--- src/rtl/rv32m_pkg.sv ---
// Shared RV32M definitions: operand width, divide op encodings and the divider FSM states.
package rv32m_pkg;

    localparam int XLEN = 32;

    // op[0] selects unsigned, op[1] selects remainder
    localparam logic [1:0] DIV_OP_DIV  = 2'b00;
    localparam logic [1:0] DIV_OP_DIVU = 2'b01;
    localparam logic [1:0] DIV_OP_REM  = 2'b10;
    localparam logic [1:0] DIV_OP_REMU = 2'b11;

    typedef enum logic [1:0] {
        IDLE = 2'd0,
        CALC = 2'd1,
        FIX  = 2'd2,
        DONE = 2'd3
    } div_state_t;

endpackage

--- src/rtl/div_step.sv ---
// One restoring shift-subtract iteration on unsigned magnitudes.
module div_step #(
    parameter int XLEN = 32
) (
    input  logic [XLEN:0]   rem_i,
    input  logic [XLEN-1:0] quo_i,
    input  logic [XLEN-1:0] divisor_i,
    output logic [XLEN:0]   rem_o,
    output logic [XLEN-1:0] quo_o
);

    logic [XLEN+1:0] shifted;
    logic [XLEN+1:0] trial;

    // One guard bit above the partial remainder makes the trial sign explicit
    assign shifted = {rem_i, quo_i[XLEN-1]};
    assign trial   = shifted - {2'b00, divisor_i};

    always_comb begin
        if (!trial[XLEN+1]) begin
            rem_o = trial[XLEN:0];
            quo_o = {quo_i[XLEN-2:0], 1'b1};
        end else begin
            rem_o = shifted[XLEN:0];
            quo_o = {quo_i[XLEN-2:0], 1'b0};
        end
    end

endmodule

--- src/rtl/div_seq.sv ---
// Iterative RV32M DIV/DIVU/REM/REMU sequencer: stalls EX for 34 cycles (1 for
// divide-by-zero and signed overflow) and presents the result with a done pulse.
module div_seq
    import rv32m_pkg::*;
#(
    parameter int XLEN = rv32m_pkg::XLEN
) (
    input  logic            clk,
    input  logic            rst_n,
    input  logic            start,
    input  logic [1:0]      op,
    input  logic [XLEN-1:0] rs1,
    input  logic [XLEN-1:0] rs2,
    input  logic            flush,
    output logic            busy,
    output logic            stall,
    output logic            done,
    output logic [XLEN-1:0] result
);

    localparam int CW = $clog2(XLEN);
    localparam logic [CW-1:0]   LAST   = CW'(XLEN - 1);
    localparam logic [XLEN-1:0] MIN_SI = {1'b1, {(XLEN-1){1'b0}}};

    div_state_t      state_q, state_d;
    logic [CW-1:0]   cnt_q, cnt_d;
    logic [XLEN:0]   rem_q, rem_d;
    logic [XLEN-1:0] quo_q, quo_d;
    logic [XLEN-1:0] dvs_q, dvs_d;
    logic [XLEN-1:0] result_q, result_d;
    logic            qneg_q, qneg_d, rneg_q, rneg_d;
    logic            is_rem_q, is_rem_d, sgn_q, sgn_d;

    logic [XLEN:0]   step_rem;
    logic [XLEN-1:0] step_quo;
    logic            is_signed;

    div_step #(.XLEN(XLEN)) u_step (
        .rem_i     (rem_q),
        .quo_i     (quo_q),
        .divisor_i (dvs_q),
        .rem_o     (step_rem),
        .quo_o     (step_quo)
    );

    assign is_signed = (op == DIV_OP_DIV) || (op == DIV_OP_REM);

    always_comb begin
        state_d  = state_q;
        cnt_d    = cnt_q;
        rem_d    = rem_q;
        quo_d    = quo_q;
        dvs_d    = dvs_q;
        result_d = result_q;
        qneg_d   = qneg_q;
        rneg_d   = rneg_q;
        is_rem_d = is_rem_q;
        sgn_d    = sgn_q;
        unique case (state_q)
            IDLE: begin
                if (start && !flush) begin
                    if (rs2 == '0) begin
                        result_d = op[1] ? rs1 : '1;
                        state_d  = DONE;
                    end else if (is_signed && rs1 == MIN_SI && rs2 == '1) begin
                        result_d = op[1] ? '0 : MIN_SI;
                        state_d  = DONE;
                    end else begin
                        quo_d    = (is_signed && rs1[XLEN-1]) ? -rs1 : rs1;
                        dvs_d    = (is_signed && rs2[XLEN-1]) ? -rs2 : rs2;
                        qneg_d   = rs1[XLEN-1] ^ rs2[XLEN-1];
                        rneg_d   = rs1[XLEN-1];
                        is_rem_d = op[1];
                        sgn_d    = is_signed;
                        rem_d    = '0;
                        cnt_d    = '0;
                        state_d  = CALC;
                    end
                end
            end
            CALC: begin
                rem_d = step_rem;
                quo_d = step_quo;
                cnt_d = cnt_q + 1'b1;
                if (cnt_q == LAST) state_d = FIX;
            end
            FIX: begin
                if (is_rem_q)
                    result_d = (sgn_q && rneg_q) ? -rem_q[XLEN-1:0] : rem_q[XLEN-1:0];
                else
                    result_d = (sgn_q && qneg_q) ? -quo_q : quo_q;
                state_d = DONE;
            end
            DONE: state_d = IDLE;
            default: state_d = IDLE;
        endcase
        // An aborted instruction must leave the previously delivered result intact
        if (flush) begin
            state_d  = IDLE;
            result_d = result_q;
        end
    end

    always_ff @(posedge clk or negedge rst_n) begin
        if (!rst_n) begin
            state_q  <= IDLE;
            cnt_q    <= '0;
            rem_q    <= '0;
            quo_q    <= '0;
            dvs_q    <= '0;
            result_q <= '0;
            qneg_q   <= 1'b0;
            rneg_q   <= 1'b0;
            is_rem_q <= 1'b0;
            sgn_q    <= 1'b0;
        end else begin
            state_q  <= state_d;
            cnt_q    <= cnt_d;
            rem_q    <= rem_d;
            quo_q    <= quo_d;
            dvs_q    <= dvs_d;
            result_q <= result_d;
            qneg_q   <= qneg_d;
            rneg_q   <= rneg_d;
            is_rem_q <= is_rem_d;
            sgn_q    <= sgn_d;
        end
    end

    assign busy   = (state_q != IDLE);
    assign done   = (state_q == DONE);
    assign stall  = ((state_q == IDLE) && start && !flush) || (state_q == CALC) || (state_q == FIX);
    assign result = result_q;

endmodule

--- config.mk ---
export PLATFORM = sky130hd
export DESIGN_NAME = div_seq
export DESIGN_NICKNAME = d
export VERILOG_FILES = /design/src/rtl/rv32m_pkg.sv /design/src/rtl/div_step.sv /design/src/rtl/div_seq.sv
export SDC_FILE = /design/constraint.sdc
export NUM_CORES = 1
export LEC_CHECK = 0
export CAP_MARGIN = 0
export CORE_AREA = 2 2 205 106
export CTS_CLUSTER_DIAMETER = 30
export DETAILED_ROUTE_END_ITERATION = 16
export DIE_AREA = 0 0 207 108
export PLACE_DENSITY_LB_ADDON = 0.3
export RECOVER_POWER = 50
export SYNTH_ARGS = -nofsm -noshare
export SYNTH_HDL_FRONTEND = slang
export SYNTH_SLANG_ARGS = --single-unit
--- constraint.sdc ---
create_clock -name clk -period 4.1 [get_ports clk]
set_input_delay 0.41 -clock clk [delete_from_list [all_inputs] [get_ports clk]]
set_output_delay 0.41 -clock clk [all_outputs]
set_load 0.05 [all_outputs]
**Word-level counts from Yosys, hierarchy flattened**

Index checks and enable logic that the tools add are counted.

- Register bits after elaboration: 140
- Bits of input ports: 70
- Output and inout port bits: 35
- Logic and storage cells: 87

- Add/sub/neg operators: 6
- Eq/ne operators: 13
- Multiplexer cells: 31
- Bitwise logic cells: 4
- Reduce and logical (&&, ||, !) cells: 23

Operators with widths:

| kind | number |
|---|---|
| 2-to-1 mux 32 bit | 13 |
| 2-to-1 mux 33 bit | 4 |
| negation 32 bit | 4 |
| case mux 32 bit (2 select lines) | 2 |
| case mux 33 bit (2 select lines) | 1 |
| == test 32 bit, second input constant | 2 |
| subtractor 34 x 32 -> 34 bit | 1 |
| logical NOT 32 bit | 1 |
| 2-to-1 mux 5 bit | 3 |
| AND reduction 4 bit | 3 |
| 2-to-1 mux 2 bit | 5 |
| case mux 5 bit (2 select lines) | 1 |
| logical AND 1 bit | 9 |
| != test 3 bit, second input constant | 3 |
| case mux 2 bit (4 select lines) | 1 |
| == test 2 bit, second input constant | 3 |
| != test 2 bit, second input constant | 3 |
| nonzero test 2 bit | 3 |
| adder 5 x 1 -> 5 bit, second input constant | 1 |
| == test 5 bit, second input constant | 1 |
| logical NOT 2 bit | 2 |
| logical OR 1 bit | 3 |
| inverter 1 bit | 3 |
| == test 2 x 1 -> 1 bit, second input constant | 1 |
| other kinds (4) | 4 |

**Logic depth before layout (Yosys ltp)**

Gate-level depths: netlist of the first run.

- Word-level depth: 9
- Mapped depth: 12
- Depth with buffers taken out: 12

**Cells and area by module**

From an unflattened synthesis of the first run, not the netlist that was laid out.

- Cells, all modules: 1514
- Area total of the unflattened synthesis: 11870.1 um^2

By module, submodules not included:

| module | instances | cells an instance | area each (um^2) |
|---|---|---|---|
| div_seq | 1 | 1177 | 9424.0 |
| div_step | 1 | 337 | 2446.1 |

**Least setup slack after synthesis of the first run**

Ideal clock, no wire load.

- Kind: reg-to-reg
- From: register rem_q[2]
- To: register rem_q[2]
- Data arrival time: 2.784 ns
- Data required time: 3.978 ns
- Path slack: 1.195 ns
- Cell stages (with the launch flop): 11
- Path buffers: 1
- Clock period less this slack: 2.905 ns
- Path through: dfrtp_1 -> ha_1 -> a21o_1 -> a21oi_1 -> a21oi_1 -> a2111oi_4 -> o21ai_4 -> xor2_2 -> buf_4 -> nand2_1 -> a32o_1

- Longest elaborated chain between the ends: 3

RTL lines:

| what | line | RTL |
|---|---|---|
| start: declaration | div_seq.sv:27 | `logic [XLEN:0] rem_q, rem_d;` |
| start signal: assignment | div_seq.sv:119 | `rem_q <= rem_d;` |
| subtractor 34 x 32 -> 34 bit | div_step.sv:17 | `assign trial = shifted - {2'b00, divisor_i};` |
| 2-to-1 mux 33 bit | div_step.sv:20 | `if (!trial[XLEN+1]) begin` |
| case mux 33 bit (2 select lines) | div_seq.sv:59 | `unique case (state_q)` |

Every way passes these cells.
A chain may end at the register's enable or synchronous reset.

**Worst setup path in the final report of the first run**

- From: register quo_q[0]
- To: register result_q[22] (netlist: result[22])

- Longest elaborated chain between the ends: 4

RTL lines:

| what | line | RTL |
|---|---|---|
| start: declaration | div_seq.sv:28 | `logic [XLEN-1:0] quo_q, quo_d;` |
| start signal: assignment | div_seq.sv:120 | `quo_q <= quo_d;` |
| negation 32 bit | div_seq.sv:91 | `result_d = (sgn_q && qneg_q) ? -quo_q : quo_q;` |
| 2-to-1 mux 32 bit | div_seq.sv:91 |  |
| 2-to-1 mux 32 bit | div_seq.sv:88 | `if (is_rem_q)` |
| case mux 32 bit (2 select lines) | div_seq.sv:59 |  |
| end signal: assignment | div_seq.sv:122 | `result_q <= result_d;` |
| end: declaration | div_seq.sv:30 | `logic [XLEN-1:0] result_q, result_d;` |

Every way passes these cells.

==> results of run 1 <==
==> state kept, by name, summed over array words and instances (netlist names) <==
| signal | cells |
|---|---|
| cnt_q | 5 |
| dvs_q | 32 |
| is_rem_q | 1 |
| qneg_q | 1 |
| quo_q | 32 |
| rem_q | 33 |
| result | 32 |
| rneg_q | 1 |
| sgn_q | 1 |
| state_q | 2 |
==> metal layers <==
layer | up-vias | share of wire (%) | track usage, %
met5 | - | 0 | 0
met4 | 0 | 1.9 | 8.88
met3 | 48 | 11 | 8.07
met2 | 546 | 43 | 47.3
met1 | 5180 | 44 | 43.1
li1 | 5189 | - | -
==> per-stage QoR <==
| stage | power, mW | cells | cell area (um2) | worst slack [ns] |
|---|---|---|---|---|
| floorplan | 5.45 | 1399 | 11100 | 1.19 |
| global placement | 6.65 | 1730 | 12400 | 0.419 |
| detailed placement | 6.77 | 1730 | 12400 | 0.367 |
| CTS | 8.73 | 1762 | 13200 | 0.632 |
| global route | 9.30 | 1762 | 13200 | 0.224 |
| finish | 8.76 | 1762 | 13200 | 0.570 |
==> worst min path at each step <==
stage                      to  slack, ns  cells past startpoint
finish              dvs_q[19]       0.48                      2
detailed placement  dvs_q[19]       0.47                      2
global placement    dvs_q[23]       0.46                      2
CTS                  rem_q[7]       0.17                      1
global route        dvs_q[19]       0.50                      2
floorplan            cnt_q[0]       0.11                      0
==> synthesized netlist by cell type (29+ instances only) <==
master,count,area (um2)
o21ai_0,107,536
inv_1,72,270
a21oi_1,143,716
nand2_1,118,443
clkbuf_1,43,161
nor3_1,29,145
xor2_1,66,578
o21ai_1,38,190
nor2_1,142,533
dfrtp_1,140,3500
ha_1,43,538
xnor2_1,78,683
==> cells by family after synthesis <==
group / count (synthesis) / share of synthesized area, %
DFF: 140 / 31.5
buffers and inverters: 151 / 5.53
xor gates and xnor gates: 145 / 11.5
and+or+nand+nor: 427 / 18.7
adders and majority gates: 44 / 5.01
AOI/OAI and AO/OA: 472 / 26.0
muxes: 20 / 1.80
==> layout make-up <==
| cell class | count | area share, % |
|---|---|---|
| Multi-Input combinational cell | 1108 | 53.4 |
| Sequential cell | 140 | 26.6 |
| Timing Repair Buffer | 136 | 9.78 |
| Clock buffer | 18 | 3.26 |
| Tap cell | 273 | 2.60 |
| Clock inverter | 14 | 2.21 |
| Inverter | 73 | 2.08 |
==> report_power, final <==
part / switching, mW / leakage (nW) / total (mW) / internal, mW
clock network: 0.649 / 0.341 / 1.92 / 1.27
registers: 0.482 / 1.76 / 2.35 / 1.87
logic: 2.87 / 3.39 / 4.49 / 1.62
==> worst reg2reg max path, delay by kind of cell, from the launching register on <==
| family | cells | cell delay, ns |
|---|---|---|
| compound gates | 3 | 0.58 |
| flops | 1 | 0.43 |
| buf+inv | 1 | 0.12 |
| simple gates | 4 | 1.88 |
| xor+xnor | 1 | 0.19 |
| fa+ha+maj | 1 | 0.17 |
==> results.json, run 1 <==
{
  "synth_ff_type": "dfrtp_1",
  "synth_cells": 1399,
  "die_h_um": 108,
  "crit_end": "result[22]",
  "cts_setup_buffers": 0,
  "start_util_pct": 54.6,
  "async_flop_share_pct": 100,
  "multi_input_area_um2": 7030,
  "grtUsageTotal_pct": 30.8,
  "cp_slowest_stage_delay_ns": 0.98,
  "cts_buffers": 17,
  "final_max_slew_viol_count": 110,
  "maxSlewHeadroom_pct": -89.1,
  "gr-total-overflow": 0,
  "grt_pass1_wl_um": 54400,
  "fillCellCount": 1740,
  "drv_cap": 1,
  "die_area_um2": 22400,
  "route.detailed.drc": 0,
  "io_pins": 105,
  "num_antenna_cells": 0,
  "fmax_mhz": 283,
  "vias": 11000,
  "antenna_found_initial": 1,
  "cts-root-buf": "clkbuf_16",
  "end_kind": "register",
  "period_share_pct": 86.1,
  "arrival_ns": 3.81,
  "yosysUniqueCellTypes": 75,
  "ir_worst_vdd_mv": 0.289,
  "clock_sinks": 140,
  "fin_util_pct": 64.6,
  "drt_first_pass_iters": 8,
  "core_um2": 20400,
  "whs_ns": 0.475,
  "cp_slowest_cell": "nor4_1",
  "r2r_cells": 10,
  "leakage_nw": 5.49,
  "detailedRoute.firstIterationViolations": 1135,
  "cts_resized": 0,
  "hp-start": "dvs_q[19]",
  "reg2reg_from": "quo_q[0]",
  "required_ns": 4.38,
  "rsz0062_at_grt": "no",
  "holdBufCountCts": 0,
  "nNetsFinal": 1590,
  "crit_chain": "inv_1, ha_1, nor3b_1, nand4_1, nor4_1, nor2_1, xnor2_1, o22ai_1, o22ai_1, o21ai_0",
  "h-tree-depth": 4,
  "layout_common_cells": "nor2_1 (142), a21oi_1 (142), dfrtp_1 (140)",
  "ys_seq_elements": 140,
  "syn-cell-area_um2": 11100,
  "clkLatencyLatePin_ns": 0.44,
  "via_per_inst": 6.22,
  "start_kind": "register",
  "wl_per_cell_um": 19.3,
  "worstMarginPinSlew_ns": 2.84,
  "reg2reg_to": "result[22]",
  "crit_start": "quo_q[0]",
  "ys_seq_area_share_pct": 31.5,
  "setup_viol": 0,
  "portBuffers": 104,
  "cts_tree": "built",
  "routed_wl_um": 34100,
  "crit_type": "reg -> reg",
  "crit_family": "simple AND/OR/NAND/NOR gates",
  "violations": "max-capacitance violations, max-slew violations",
  "seqCellArea_um2": 3500,
  "hpwlAfterDp_um": 25200,
  "critPathMaxFanout": 6,
  "rrSetupSlack_ns": 0.57,
  "cellPowerDensity_nw_per_um2": 666,
  "clockBufferDepth": 2,
  "path_clk_slew_ns": 0.07,
  "cp_num_buf_inv": 1,
  "min_path_type": "reg -> reg",
  "finalClockSkew_ns": 0.0145,
  "first_global_vias": 10200,
  "synth_enable_flop_cells": 0,
  "synth-warning-count": 0,
  "grt_max_degree": 110,
  "gp_congestion": 0.979,
  "syn2layout_area_growth_pct": 18.1,
  "hold_viol_final": 0,
  "num_rows": 37,
  "critical_path_cell_count": 10,
  "tns_ns": 0,
  "final_antenna_net_count": 0,
  "drive_gt1_share_pct": 6.18,
  "crit_top_cell": "o22ai_1",
  "fin_crit_ns": 3.53,
  "status": "complete, but fails checks",
  "avgSynthCellArea_um2": 7.96,
  "synth_nets": 1513,
  "die_w_um": 207
}
No activity file was read; power rests on OpenSTA's default activity.
==> run 2, diff against run 1 <==
--- a/config.mk
+++ b/config.mk
@@ -10,7 +10,7 @@
 export CTS_CLUSTER_DIAMETER = 30
 export DETAILED_ROUTE_END_ITERATION = 16
 export DIE_AREA = 0 0 207 108
-export PLACE_DENSITY_LB_ADDON = 0.3
+export PLACE_DENSITY_LB_ADDON = 0.15
 export RECOVER_POWER = 50
 export SYNTH_ARGS = -nofsm -noshare
 export SYNTH_HDL_FRONTEND = slang
==> constraint.sdc (replaced) <==
create_clock -name clk -period 4.1 [get_ports clk]
set_input_delay 0.615 -clock clk [delete_from_list [all_inputs] [get_ports clk]]
set_output_delay 0.615 -clock clk [all_outputs]
set_load 0.05 [all_outputs]
==> run 2 against run 1 <==
  * Flip-flop and latch count did not move
  * The run still ends with max-capacitance violations, max-slew violations left
  * Via count fell by 0.47%
  * Fmax fell by 2.5%
  * Total power fell by 2.3%
==> results.json, run 2 (synthesis gave the netlist of run 1 again) <==
{
  "violations": "max-capacitance violations, max-slew violations",
  "whs_ns": 0.475,
  "seqPwrFrac_pct": 27.5,
  "io_pins": 105,
  "drv_cap": 1,
  "num_rows": 37,
  "finalClockSkew_ns": 0.00907,
  "end_kind": "register",
  "critPathMaxFanout": 61,
  "switchingPower_mw": 3.95,
  "tns_ns": 0,
  "nNetsFinal": 1590,
  "start_util_pct": 54.6,
  "antenna_found_initial": 0,
  "cellPowerDensity_nw_per_um2": 654,
  "rsz0062_at_grt": "no",
  "clock_power_share_pct": 20.2,
  "placed_area_um2": 12400,
  "worstMarginPinSlew_ns": 2.57,
  "period_share_pct": 88.3,
  "clkLatencyLatePin_ns": 0.43,
  "die_area_um2": 22400,
  "final_antenna_net_count": 0,
  "final_cell_area_um2": 13100,
  "min_path_type": "reg -> reg",
  "drive_gt1_share_pct": 6.04,
  "leakage_nw": 5.46,
  "grt_max_degree": 99,
  "vias": 10900,
  "clock_sinks": 140,
  "final_max_slew_viol_count": 99,
  "gp_congestion": 0.979,
  "start_kind": "input pin",
  "cts_setup_buffers": 0,
  "crit_top_cell": "a21oi_1",
  "fmax_mhz": 276,
  "hpwlAfterDp_um": 25300,
  "routed_wl_um": 33900,
  "drt_first_pass_iters": 7,
  "status": "complete, but fails checks",
  "num_antenna_cells": 0,
  "cts_buffers": 17,
  "clockBufferDepth": 2,
  "gr-total-overflow": 0,
  "required_ns": 4.46,
  "cts_tree": "built",
  "largest_register": "rem_q",
  "layout_common_cells": "nor2_1 (142), a21oi_1 (142), dfrtp_1 (140)",
  "grt_pass1_wl_um": 54300,
  "crit_chain": "clkdlybuf4s50_1, nand4_1, nor4_1, nand3_1, o211ai_4, buf_4, nor2_1, a21oi_1, o22ai_1, a21oi_1",
  "core_um2": 20400,
  "cp_num_buf_inv": 2,
  "p_total_mw": 8.55,
  "crit_family": "simple AND/OR/NAND/NOR gates",
  "fin_util_pct": 64.2,
  "cp_slowest_stage_delay_ns": 0.95,
  "portBuffers": 104,
  "swShare_pct": 46.2,
  "via_per_inst": 6.19,
  "die_w_um": 207,
  "grtUsageTotal_pct": 30.8,
  "fin_cells": 1762,
  "setup_viol": 0,
  "route.detailed.drc": 0,
  "h-tree-depth": 4,
  "cts_resized": 0,
  "syn2layout_area_growth_pct": 17.5,
  "combPwrFrac_pct": 52.3,
  "place_inst": 1730,
  "crit_type": "in -> reg",
  "fin_crit_ns": 3.62,
  "cp_slowest_cell": "nor4_1",
  "internal_power_mw": 4.60,
  "place_ws_ns": 0.0548,
  "largest_reg_flops": 33,
  "maxSlewHeadroom_pct": -71.2,
  "hold_viol_final": 0,
  "first_global_vias": 10100,
  "detailedRoute.firstIterationViolations": 936,
  "path_clk_slew_ns": 0.06,
  "holdBufCountCts": 0,
  "cts-root-buf": "clkbuf_16",
  "ir_worst_vdd_mv": 0.290,
  "die_h_um": 108,
  "worst_slack_ns": 0.481,
  "arrival_ns": 3.98,
  "wl_per_cell_um": 19.2
}
[run 2: worst register-to-register path, cell delays in order (launching register included)]
cell      delay, ns
dfrtp_1        0.39
inv_1          0.18
ha_1           0.20
inv_1          0.05
fa_1           0.42
a211oi_1       0.39
o211ai_1       0.16
a21oi_1        0.37
o21ai_0        0.17
o21ai_0        0.41
o21ai_0        0.22
o311ai_0       0.31
nand3_1        0.12
[run 2: power by group through the flow]
stage | combinational [mW] | sequential [mW] | clock, mW
after floorplan | 2.79 | 2.66 | 0
after global placement | 4.33 | 2.34 | 0
after detailed placement | 4.42 | 2.36 | 0
after CTS | 4.44 | 2.35 | 1.74
after global routing | 4.89 | 2.42 | 1.81
final | 4.47 | 2.35 | 1.73
[run 2: area by class of cell]
type | count | area, um2
fill | 1811 | 7290
clock buffer | 20 | 457
tap | 273 | 342
timing repair buffer | 136 | 1280
clock inverter | 12 | 193
multi-input combinational | 1108 | 7030
sequential | 140 | 3500
inverter | 73 | 274
[run 2: per-layer routing]
layer  vias to the layer above  GRT usage (%)  wire length [um]
li1                       5204              -                 -
met1                      5150           43.7             15700
met2                       508           46.5             14100
met3                        50           8.31              3450
met4                         0           8.37               654
met5                         -              0                 0
[run 2: path summary, 6_finish.rpt]
check / cells past startpoint / start / slack (ns) / end
min in group asynchronous: 1 / rst_n / 0.90 / result[7]
worst max register to register: 12 / quo_q[31] / 0.58 / rem_q[32]
max in group asynchronous: 2 / rst_n / 1.00 / result[20]
worst min register to register: 2 / result[22] / 0.48 / result[22]
worst max-delay path: 10 / rs2[2] / 0.48 / quo_q[12]
worst min-delay path: 2 / result[22] / 0.48 / result[22]
